## src/rtl/gaussian_combine_unit.sv

```systemverilog
// Box-Muller output stage: multiplies each radius h1 with a cos/sin pair, rounds, saturates,
// and queues x0 then x1 in a credit-protected FIFO. Launch-to-x_valid latency is 3 cycles.
module gaussian_combine_unit #(
  parameter int H_W        = 16,
  parameter int G_W        = 16,
  parameter int OUT_W      = 16,
  parameter int FIFO_DEPTH = 8
) (
  input  logic             clk,
  input  logic             reset,
  input  logic [H_W-1:0]   h1_in,
  input  logic             h1_valid,
  output logic             h1_ready,
  input  logic [G_W-1:0]   g0_in,
  input  logic [G_W-1:0]   g1_in,
  input  logic             g_valid,
  output logic             g_ready,
  output logic [OUT_W-1:0] x_out,
  output logic             x_valid,
  input  logic             x_ready,
  output logic [7:0]       sat_count,
  output logic             busy
);

  localparam int H_FRAC = 11;
  localparam int G_FRAC = 14;
  localparam int O_FRAC = 10;
  localparam int PW     = H_W + G_W + 1;
  localparam int SHIFT  = H_FRAC + G_FRAC - O_FRAC;
  localparam int AW     = (FIFO_DEPTH > 1) ? $clog2(FIFO_DEPTH) : 1;
  localparam int CW     = $clog2(FIFO_DEPTH + 1);

  localparam logic signed [PW:0] RND    = $signed({{(PW+1-SHIFT){1'b0}}, 1'b1, {(SHIFT-1){1'b0}}});
  localparam logic signed [PW:0] SAT_HI = $signed({{(PW+2-OUT_W){1'b0}}, {(OUT_W-1){1'b1}}});
  localparam logic signed [PW:0] SAT_LO = $signed({{(PW+2-OUT_W){1'b1}}, {(OUT_W-1){1'b0}}});
  localparam logic [CW+1:0]      CREDIT_MAX = (CW+2)'(FIFO_DEPTH);
  localparam logic [AW-1:0]      LAST_RD    = AW'(FIFO_DEPTH - 1);
  localparam logic [AW-1:0]      LAST_WR    = AW'(FIFO_DEPTH - 2);

  // Returns {saturated, value}: round half up at the output LSB, then clamp.
  function automatic logic [OUT_W:0] round_sat(input logic signed [PW-1:0] p);
    logic signed [PW:0] s;
    s = ($signed({p[PW-1], p}) + RND) >>> SHIFT;
    if (s > SAT_HI)
      round_sat = {1'b1, 1'b0, {(OUT_W-1){1'b1}}};
    else if (s < SAT_LO)
      round_sat = {1'b1, 1'b1, {(OUT_W-1){1'b0}}};
    else
      round_sat = {1'b0, s[OUT_W-1:0]};
  endfunction

  // Operand holding registers
  logic [H_W-1:0] h1_q;
  logic [G_W-1:0] g0_q, g1_q;
  logic           h1_held_q, h1_held_d;
  logic           g_held_q, g_held_d;

  // Multiply (M1) and round/saturate (M2) stages
  logic signed [PW-1:0] p0_q, p1_q, p0_d, p1_d;
  logic                 m1_vld_q;
  logic [OUT_W-1:0]     r0_q, r1_q, r0_d, r1_d;
  logic                 sat0_q, sat1_q, sat0_d, sat1_d;
  logic                 m2_vld_q;

  // Output FIFO
  logic [OUT_W-1:0] mem_q [FIFO_DEPTH];
  logic [AW-1:0]    wr_ptr_q, wr_ptr_d, rd_ptr_q, rd_ptr_d;
  logic [CW-1:0]    cnt_q, cnt_d;
  logic [7:0]       sat_cnt_q, sat_cnt_d;

  logic          launch, push, pop, h1_cap, g_cap;
  logic [CW+1:0] credit_need;
  logic [8:0]    sat_sum;

  always_comb begin
    push = m2_vld_q;
    pop  = (cnt_q != '0) && x_ready;

    // Reserve room for every pair already in the pipeline before launching another.
    credit_need = {2'b00, cnt_q}
                + {{CW{1'b0}}, m1_vld_q, 1'b0}
                + {{CW{1'b0}}, m2_vld_q, 1'b0}
                + (CW+2)'(2);
    launch = h1_held_q && g_held_q && (credit_need <= CREDIT_MAX);

    h1_ready  = !h1_held_q || launch;
    g_ready   = !g_held_q || launch;
    h1_cap    = h1_valid && h1_ready;
    g_cap     = g_valid && g_ready;
    h1_held_d = h1_cap || (h1_held_q && !launch);
    g_held_d  = g_cap || (g_held_q && !launch);

    p0_d = $signed({{(G_W+1){1'b0}}, h1_q}) * $signed({{(H_W+1){g0_q[G_W-1]}}, g0_q});
    p1_d = $signed({{(G_W+1){1'b0}}, h1_q}) * $signed({{(H_W+1){g1_q[G_W-1]}}, g1_q});
    {sat0_d, r0_d} = round_sat(p0_q);
    {sat1_d, r1_d} = round_sat(p1_q);

    cnt_d    = cnt_q;
    wr_ptr_d = wr_ptr_q;
    rd_ptr_d = rd_ptr_q;
    if (push) begin
      cnt_d    = cnt_d + CW'(2);
      wr_ptr_d = (wr_ptr_q == LAST_WR) ? '0 : wr_ptr_q + AW'(2);
    end
    if (pop) begin
      cnt_d    = cnt_d - CW'(1);
      rd_ptr_d = (rd_ptr_q == LAST_RD) ? '0 : rd_ptr_q + AW'(1);
    end

    sat_sum   = {1'b0, sat_cnt_q} + 9'(sat0_q && push) + 9'(sat1_q && push);
    sat_cnt_d = sat_sum[8] ? 8'hFF : sat_sum[7:0];
  end

  always_ff @(posedge clk) begin
    if (reset) begin
      h1_held_q <= 1'b0;
      g_held_q  <= 1'b0;
      m1_vld_q  <= 1'b0;
      m2_vld_q  <= 1'b0;
      wr_ptr_q  <= '0;
      rd_ptr_q  <= '0;
      cnt_q     <= '0;
      sat_cnt_q <= '0;
    end else begin
      h1_held_q <= h1_held_d;
      g_held_q  <= g_held_d;
      m1_vld_q  <= launch;
      m2_vld_q  <= m1_vld_q;
      wr_ptr_q  <= wr_ptr_d;
      rd_ptr_q  <= rd_ptr_d;
      cnt_q     <= cnt_d;
      sat_cnt_q <= sat_cnt_d;
    end
  end

  // Datapath registers carry no reset; their valid flags gate every use.
  always_ff @(posedge clk) begin
    if (h1_cap)
      h1_q <= h1_in;
    if (g_cap) begin
      g0_q <= g0_in;
      g1_q <= g1_in;
    end
    if (launch) begin
      p0_q <= p0_d;
      p1_q <= p1_d;
    end
    if (m1_vld_q) begin
      r0_q   <= r0_d;
      r1_q   <= r1_d;
      sat0_q <= sat0_d;
      sat1_q <= sat1_d;
    end
    if (push) begin
      mem_q[wr_ptr_q]          <= r0_q;
      mem_q[wr_ptr_q + AW'(1)] <= r1_q;
    end
  end

  assign x_valid   = (cnt_q != '0);
  assign x_out     = x_valid ? mem_q[rd_ptr_q] : '0;
  assign sat_count = sat_cnt_q;
  assign busy      = h1_held_q || g_held_q || m1_vld_q || m2_vld_q || x_valid;

endmodule

```

## config.mk

```make
export PLATFORM = sky130hd
export DESIGN_NAME = gaussian_combine_unit
export DESIGN_NICKNAME = d
export VERILOG_FILES = /design/src/rtl/gaussian_combine_unit.sv
export SDC_FILE = /design/constraint.sdc
export NUM_CORES = 1
export LEC_CHECK = 0
export ABC_AREA = 1
export BUFFER_PORTS_ARGS = -buffer_cell sky130_fd_sc_hd__buf_4
export CORE_MARGIN = 3
export CORE_UTILIZATION = 70
export CTS_BUF_LIST = sky130_fd_sc_hd__clkbuf_8
export DETAILED_ROUTE_END_ITERATION = 10
export GPL_ROUTABILITY_DRIVEN = 0
export PLACE_DENSITY = 0.87
export SYNTH_ARGS = -nofsm -noshare
export SYNTH_HDL_FRONTEND = slang
export SYNTH_SLANG_ARGS = --single-unit
```

## constraint.sdc

```tcl
create_clock -name clk -period 9.6 [get_ports clk]
set_clock_uncertainty 0.15 [all_clocks]
set_input_delay 0.48 -clock clk [delete_from_list [all_inputs] [get_ports clk]]
set_output_delay 0.48 -clock clk [all_outputs]
set_load 0.01 [all_outputs]
```

### After elaboration in Yosys (flattened, before gate mapping)

Memories as Yosys holds them, arrays and structs flattened. A register that Yosys moved wholly into a read port is not among the register bits.
Cells that the tools add are included.
W data, S select, Z words.

| cells by class | value |
|---|---|
| divide/modulo/power cells | 0 |
| order comparisons | 5 |
| multiplexer cells | 12 |
| reductions and logical operators | 21 |
| multiply operators | 2 |
| bitwise gates (word level) | 0 |
| eq/ne operators | 2 |
| shift operators | 0 |
| add/sub/neg operators | 12 |

Operators with widths:

| cell | count |
|---|---|
| $add A33 B16 Y34 const B | 2 |
| $mul A17 B16 Y33 | 2 |
| $gt A19 B16 Y1 const B | 2 |
| $lt A19 B16 Y1 const B | 2 |
| $mux W17 | 2 |
| $mux W16 | 1 |
| $mux W3 | 4 |
| $add A8 B1 Y9 | 1 |
| $add A9 B1 Y9 | 1 |
| $logic_and A1 B1 Y1 | 9 |
| $logic_or A1 B1 Y1 | 8 |
| $mux W4 | 2 |
| $mux W8 | 1 |
| $add A3 B1 Y3 const B | 2 |
| $add A5 B2 Y6 | 1 |
| $add A6 B2 Y6 const B | 1 |
| $eq A3 B3 Y1 const B | 2 |
| $le A6 B4 Y1 const B | 1 |
| $add A4 B2 Y5 | 1 |
| $add A4 B2 Y4 const B | 1 |
| $reduce_bool A4 Y1 | 1 |
| $sub A4 B1 Y4 const B | 1 |
| $add A3 B2 Y3 const B | 1 |
| $logic_not A1 Y1 | 3 |
| $mux W1 | 2 |

| word-level totals | value |
|---|---|
| output and inout bits | 28 |
| input bits | 53 |
| flip-flop bits (word level) | 170 |
| bits in writable memories | 128 |
| bits in latches | 0 |
| memory bits (read-only) | 0 |
| memories kept | 1 |

Memory list:

| name | depth | bits a word | read ports | clocked after memory_dff | wr ports | RTL line | source |
|---|---|---|---|---|---|---|---|
| mem_q | 8 | 16 | 1 | 1 | 2 | 66 | `logic [OUT_W-1:0] mem_q [FIFO_DEPTH];` |

### Depth between registers and ports, before layout

Gate-level depths: netlist of run 1.

| logic depth | value |
|---|---|
| depth in word-level cells | 8 |
| depth in mapped cells | 25 |
| mapped depth without buffers | 23 |

### Least setup slack after synthesis of run 1

No wires, ideal clock.

| path | value |
|---|---|
| path kind | flip-flop to flip-flop |
| start point | register g0_q[7] |
| end point | register p0_q[32], data pin |
| cell stages (with the launch flop) | 25 |
| library setup time | 0.252 ns |
| setup slack | 3.991 ns |
| clock period less this slack | 5.609 ns |
| arrival time | 5.207 ns |
| cell sequence | edfxtp_1 clkbuf_1 clkbuf_1 nand2_1 fa_1 inv_1 fa_1 inv_1 fa_1 inv_1 fa_1 fa_1 inv_1 fa_1 inv_1 ha_1 nand2_1 nor2_1 inv_1 nor3_1 nand2_1 nand2_1 nand2_1 nand3b_1 nand2_1 |

| on the way | value |
|---|---|
| word-level cells in the longest chain between the ends | 1 |

Ends and longest elaborated chain:

| element | RTL line | source |
|---|---|---|
| from (decl) | 54 | `logic [G_W-1:0] g0_q, g1_q;` |
| from (signal assigned) | 141 | `g0_q <= g0_in;` |
| $mul A17 B16 Y33 | 93 | `p0_d = $signed({{(G_W+1){1'b0}}, h1_q}) * $signed({{(H_W+1){g0_q[G_W-1]}}, g0_q});` |
| net p0_d[32] | 59 | `logic signed [PW-1:0] p0_q, p1_q, p0_d, p1_d;` |
| to (signal assigned) | 145 | `p0_q <= p0_d;` |
| to (decl) | 59 |  |

The timed path passes the listed nets, and every way through them passes these cells.
A chain may end at the register's enable or synchronous reset.

### Final worst setup path of run 1

| path | value |
|---|---|
| start point | register h1_q[3] |
| end point | register p0_q[20], data pin |

| on the way | value |
|---|---|
| word-level cells in the longest chain between the ends | 1 |

Ends and longest elaborated chain:

| element | RTL line | source |
|---|---|---|
| from (decl) | 53 | `logic [H_W-1:0] h1_q;` |
| from (signal assigned) | 139 | `h1_q <= h1_in;` |
| $mul A17 B16 Y33 | 93 |  |
| net p0_d[20] | 59 |  |

The timed path passes the listed nets, and every way through them passes these cells.

==> impl_metrics.py, run 1 <==
metrics = {
    "sta": {
        "setup_viol": 0,
        "slew_violations": 0,
        "maxSlewHeadroom": 0.281,
        "max_slew.worst_pin.slew_ns": 1.08,
        "hold_viol": 0,
        "rsz0062_at_grt": "no",
        "fin_setup_tns_ns": 0,
        "period_minus_slack_ns": 6.23,
        "finalCritPeriodShare": 0.649,
        "clock.fmax_mhz": 160,
    },
    "clock_tree": {
        "cts_made_buffers": 45,
        "cts.clk_slew.worst_paths_ns": 0.06,
        "h-tree-depth": 2,
        "post_cts_buffers": 0,
        "clk_latency_ns": 0.64,
        "clk_path_buf_depth": 3,
        "cts-hold-fix-buffers": 50,
        "root_buffer": "clkbuf_8",
        "clock-sinks": 272,
        "cts_tree": "built",
        "cts_repair_resize_count": 0,
    },
    "routing": {
        "wl_met2_um": 35400,
        "drc": 0,
        "drt-met1-wl_um": 28100,
        "routed_via_density": 5.63,
        "routed.top_layer": "met5",
        "wl_met3_um": 8020,
        "drt-total-wl_um": 75100,
        "ant_nets": 0,
        "drt_iter0_markers": 2300,
        "num_vias": 24323,
        "detail_route.wl_per_cell_um": 17.4,
        "firstDrtPassIters": 7,
    },
    "placed_design": {
        "port_buffers": 80,
        "hpwl_um": 54600,
        "dpl_cell_area_um2": 31400,
        "placed_cells": 4197,
    },
    "hold_path": {
        "hold_class": "in2reg",
    },
    "final_layout": {
        "stdcell_area_um2": 32700,
        "syn2layout_area_growth_pct": 7.40,
        "num_antenna_cells": 0,
        "drive_gt1_frac": 0.0595,
        "fillers": 2826,
        "nets": 4413,
        "final_util": 0.771,
        "final_cells": 4322,
    },
    "synth": {
        "ys_warn_count": 0,
        "synth.cell_area_um2": 30400,
        "yosysTopAreaCell": "fa_1",
        "dominantRegCellSynth": "edfxtp_1",
        "seq_area_frac_synth": 0.260,
        "synthTopCellsByArea": "fa_1 25%, edfxtp_1 24%, nand2_1 12%, inv_1 11%, ha_1 11%",
        "yosys-top-cells-count": "933 x nand2_1, 861 x inv_1, 387 x fa_1",
        "synth_seq_cells": 272,
        "synth_async_sr_flop_share": 0,
        "syn_nets": 4369,
        "syn_avg_cell_area_um2": 8.29,
        "ys_types": 42,
        "syn_inst": 3673,
        "synth_edf_count": 248,
        "yosysTopAreaCellShare": 0.254,
        "synth_most_common_cell": "nand2_1",
    },
    "critical_path": {
        "crit_arrival_ns": 6.45,
        "cp_data_required_time_ns": 9.82,
        "end_kind": "flip-flop",
        "crit_path_max_fanout": 20,
        "critPathLaunchType": "flip-flop",
        "worstSetupPathType": "reg2reg",
    },
    "global_route": {
        "grt_pass1_wl_um": 124000,
        "grt_pass1_vias": 25490,
        "antenna_found_initial": 1,
        "gr-total-overflow": 0,
        "grt_util_all_layers": 0.333,
        "grt_max_degree": 66,
    },
    "floorplan": {
        "ioPinCount": 81,
        "fp-row-count": 75,
        "die_area_um2": 46000,
        "die_y_um": 215,
        "fp.dieW_um": 215,
        "start_util": 0.718,
        "core-area_um2": 42400,
    },
    "status": {
        "status": "complete, no violations",
    },
    "job": {
        "maxCapViolCount": 0,
    },
}
==> layout by cell type, fill, tap and decap left out, drive strengths merged, types with 71 or more instances in the layout <==
master,instances
a21oi,81
buf,111
edfxtp,248
fa,387
ha,256
inv,875
nand2,962
nand3,71
nor2,297
o21ai,160
==> area by class of cell <==
| type | instances | area [um2] | share of cell area |
|---|---|---|---|
| Clock inverter | 30 | 228 | 0.00696 |
| Inverter | 864 | 3240 | 0.0992 |
| Multi-Input combinational cell | 2373 | 18600 | 0.570 |
| Tap cell | 577 | 722 | 0.0221 |
| Timing Repair Buffer | 161 | 1330 | 0.0408 |
| Sequential cell | 272 | 7930 | 0.242 |
| Clock buffer | 45 | 619 | 0.0189 |
==> state kept, by name, indices dropped and copies added (netlist names), 3 cells and up, named ones only <==
name	count
p0_q	19
r0_q	16
rd_ptr_q	3
r1_q	16
g0_q	16
h1_q	16
cnt_q	4
sat_count	8
g1_q	16
mem_q	128
p1_q	19
==> cells by family after synthesis <==
group,synth area share
simple gates,0.181
compound gates,0.0549
fa+ha+maj,0.360
buf+inv,0.128
xor+xnor,0.0152
flops,0.260
mux,0.000329
==> worst max-delay path, cell delays in order, from the launching register on <==
cell	delay [ns]
edfxtp_1	0.79
buf_4	0.42
nand2_1	0.14
fa_1	0.46
inv_1	0.09
fa_1	0.42
inv_1	0.09
fa_1	0.38
inv_1	0.09
fa_1	0.42
fa_1	0.50
inv_1	0.05
fa_1	0.48
inv_1	0.05
ha_1	0.36
nand2_1	0.13
nor2_1	0.15
inv_1	0.09
nor3_1	0.21
nand2_1	0.09
nand2_1	0.17
nand2_1	0.10
nand3_1	0.08
nand2_1	0.06
==> stage by stage <==
stage	setup WS (ns)	hold WS, ns
5_1_grt	3.03	0.0475
2_1_floorplan	3.99	0.309
4_1_cts	3.51	0.00779
3_3_place_gp	3.63	0.298
3_5_place_dp	3.50	0.310
6_report	3.37	0.0519
==> layer usage <==
metal / global-route usage / vias to the layer above
met5: 0 / -
met4: 0.150 / 2
met3: 0.0808 / 302
met2: 0.551 / 1405
met1: 0.418 / 11459
li1: - / 11155
==> final timing paths <==
| check | from | endpoint | slack, ns | cells after the start |
|---|---|---|---|---|
| worst min register to register | m1_vld_q | m2_vld_q | 0.32 | 2 |
| worst max-delay path | h1_q[3] | p0_q[20] | 3.37 | 23 |
| worst min-delay path | g_valid | g_held_q | 0.05 | 3 |
| worst max register to register | h1_q[3] | p0_q[20] | 3.37 | 23 |
Power of run 1 is not shown: default switching activity piles up to over one toggle a cycle in this logic, so the estimate is an artifact.
==> inputs of run 2 (changes only) <==
--- a/config.mk
+++ b/config.mk
@@ -8,11 +8,11 @@
 export ABC_AREA = 1
 export BUFFER_PORTS_ARGS = -buffer_cell sky130_fd_sc_hd__buf_4
 export CORE_MARGIN = 3
-export CORE_UTILIZATION = 70
+export CORE_UTILIZATION = 66
 export CTS_BUF_LIST = sky130_fd_sc_hd__clkbuf_8
 export DETAILED_ROUTE_END_ITERATION = 10
 export GPL_ROUTABILITY_DRIVEN = 0
-export PLACE_DENSITY = 0.87
+export PLACE_DENSITY = 0.83
 export SYNTH_ARGS = -nofsm -noshare
 export SYNTH_HDL_FRONTEND = slang
 export SYNTH_SLANG_ARGS = --single-unit
==> constraint.sdc (replaced) <==
create_clock -name clk -period 6.4 [get_ports clk]
set_clock_uncertainty 0.15 [all_clocks]
set_input_delay 0.32 -clock clk [delete_from_list [all_inputs] [get_ports clk]]
set_output_delay 0.32 -clock clk [all_outputs]
set_load 0.01 [all_outputs]
==> impl_metrics.py, run 2 (synthesis results as in run 1) <==
metrics = {
    "clock_tree": {
        "cts_made_buffers": 45,
        "clock-sinks": 272,
        "h-tree-depth": 2,
        "cts.clk_slew.worst_paths_ns": 0.07,
        "clk_path_buf_depth": 3,
        "root_buffer": "clkbuf_8",
        "clk_latency_ns": 0.68,
        "cts_tree": "built",
    },
    "sta": {
        "finalCritPeriodShare": 0.950,
        "setup_viol": 0,
        "hold_viol": 0,
        "fin_setup_tns_ns": 0,
        "clock.fmax_mhz": 164,
        "hold_slack_ns": 0.206,
        "max_slew.worst_pin.slew_ns": 1.12,
        "maxSlewHeadroom": 0.249,
        "period_minus_slack_ns": 6.08,
        "slew_violations": 0,
        "rsz0062_at_grt": "no",
    },
    "routing": {
        "routed_via_density": 5.50,
        "detail_route.wl_per_cell_um": 16.7,
        "firstDrtPassIters": 8,
        "num_vias": 24233,
        "drt_iter0_markers": 2378,
        "drc": 0,
        "drt-total-wl_um": 73500,
        "ant_nets": 0,
    },
    "floorplan": {
        "die_y_um": 221,
        "fp-row-count": 78,
        "ioPinCount": 81,
        "die_area_um2": 48700,
        "fp.dieW_um": 221,
        "core-area_um2": 45500,
        "start_util": 0.670,
    },
    "final_layout": {
        "final_common_cell": "nand2_1",
        "top_register": "mem_q",
        "largest_register_ffs": 128,
        "drive_gt1_frac": 0.0715,
        "fillers": 3253,
        "syn2layout_area_growth_pct": 8.96,
        "nets": 4466,
        "final_cells": 4406,
        "reg.largest.list": "mem_q: 128 flops, p0_q: 19 flops, p1_q: 19 flops",
        "multi_input_area_um2": 18600,
        "layout_common_cells": "933 x nand2_1, 876 x inv_1, 387 x fa_1, 290 x nor2_1, 256 x ha_1",
        "regArea_um2": 7930,
    },
    "critical_path": {
        "cpLargestDelayFamily": "adder cells",
        "crit_path_cell_trace": "nand2_1 -> inv_1 -> fa_1 -> inv_1 -> fa_1 -> inv_1 -> fa_1 -> fa_1 -> fa_1 -> inv_1 -> fa_1 -> inv_1 -> ha_1 -> a21oi_1 -> nor2_1 -> nor2_1 -> o21ai_0 -> a21oi_1 -> nand2_1 -> nand2_1 -> nand2_1",
        "crit_arrival_ns": 6.34,
        "worstSetupPathType": "reg2reg",
        "crit_path_top_delay_cell": "edfxtp_1",
        "cp_num_buf_inv": 5,
        "critPathLaunchType": "flip-flop",
        "max_stage_delay_ns": 0.75,
        "cp_data_required_time_ns": 6.66,
        "end_kind": "flip-flop",
        "cp_common_cell": "fa_1",
        "crit_path_max_fanout": 16,
    },
    "placed_design": {
        "port_buffers": 80,
        "hpwl_um": 54800,
        "placed_cells": 4242,
    },
    "global_route": {
        "gr-total-overflow": 0,
        "antenna_found_initial": 2,
        "grt_pass1_vias": 24372,
        "grt_util_all_layers": 0.309,
        "grt_max_degree": 66,
        "grt_pass1_wl_um": 120000,
    },
    "hold_path": {
        "hold_class": "in2reg",
    },
    "status": {
        "status": "complete, no violations",
    },
    "job": {
        "maxCapViolCount": 0,
    },
}
[run 2: stage by stage]
step,instance area (um2),util,setup WS (ns)
5_1_grt,33200,0.730,0.0423
4_1_cts,32900,0.724,0.183
3_5_place_dp,31600,0.695,0.238
6_report,33200,0.730,0.319
2_1_floorplan,30400,-,0.791
3_3_place_gp,31600,0.695,0.311
[run 2: final timing paths]
| path | from | endpoint | slack, ns | depth (start not counted) |
|---|---|---|---|---|
| setup reg to reg | g1_q[10] | p1_q[30] | 0.32 | 21 |
| hold reg to reg | rd_ptr_q[2] | flip-flop | 0.34 | 2 |
| setup / recovery | g1_q[10] | p1_q[30] | 0.32 | 21 |
| hold / removal | g1_in[10] | g1_q[10] | 0.21 | 2 |
[run 2: metal layers]
metal	track usage	share of wire
met1	0.397	0.39
met4	0.101	0.031
met5	0	0.00018
met3	0.0758	0.10
met2	0.520	0.48
[run 2: layout make-up]
cell class                      instances  area share
Multi-Input combinational cell       2373       0.562
Clock buffer                           45      0.0187
Timing Repair Buffer                  214      0.0540
Inverter                              864      0.0978
Sequential cell                       272       0.239
Tap cell                              600      0.0226
Clock inverter                         37     0.00634
Antenna cell                            1   0.0000754
[run 2: repair_timing]
item / in CTS / in global routing
buffers inserted: 0 / 29
resized for setup: 0 / 2
hold buffers: 52 / 0
endpoints found under the hold margin: 66 / 0
endpoints found under the setup margin: 0 / 10
Power of run 2 is left out for the same reason.
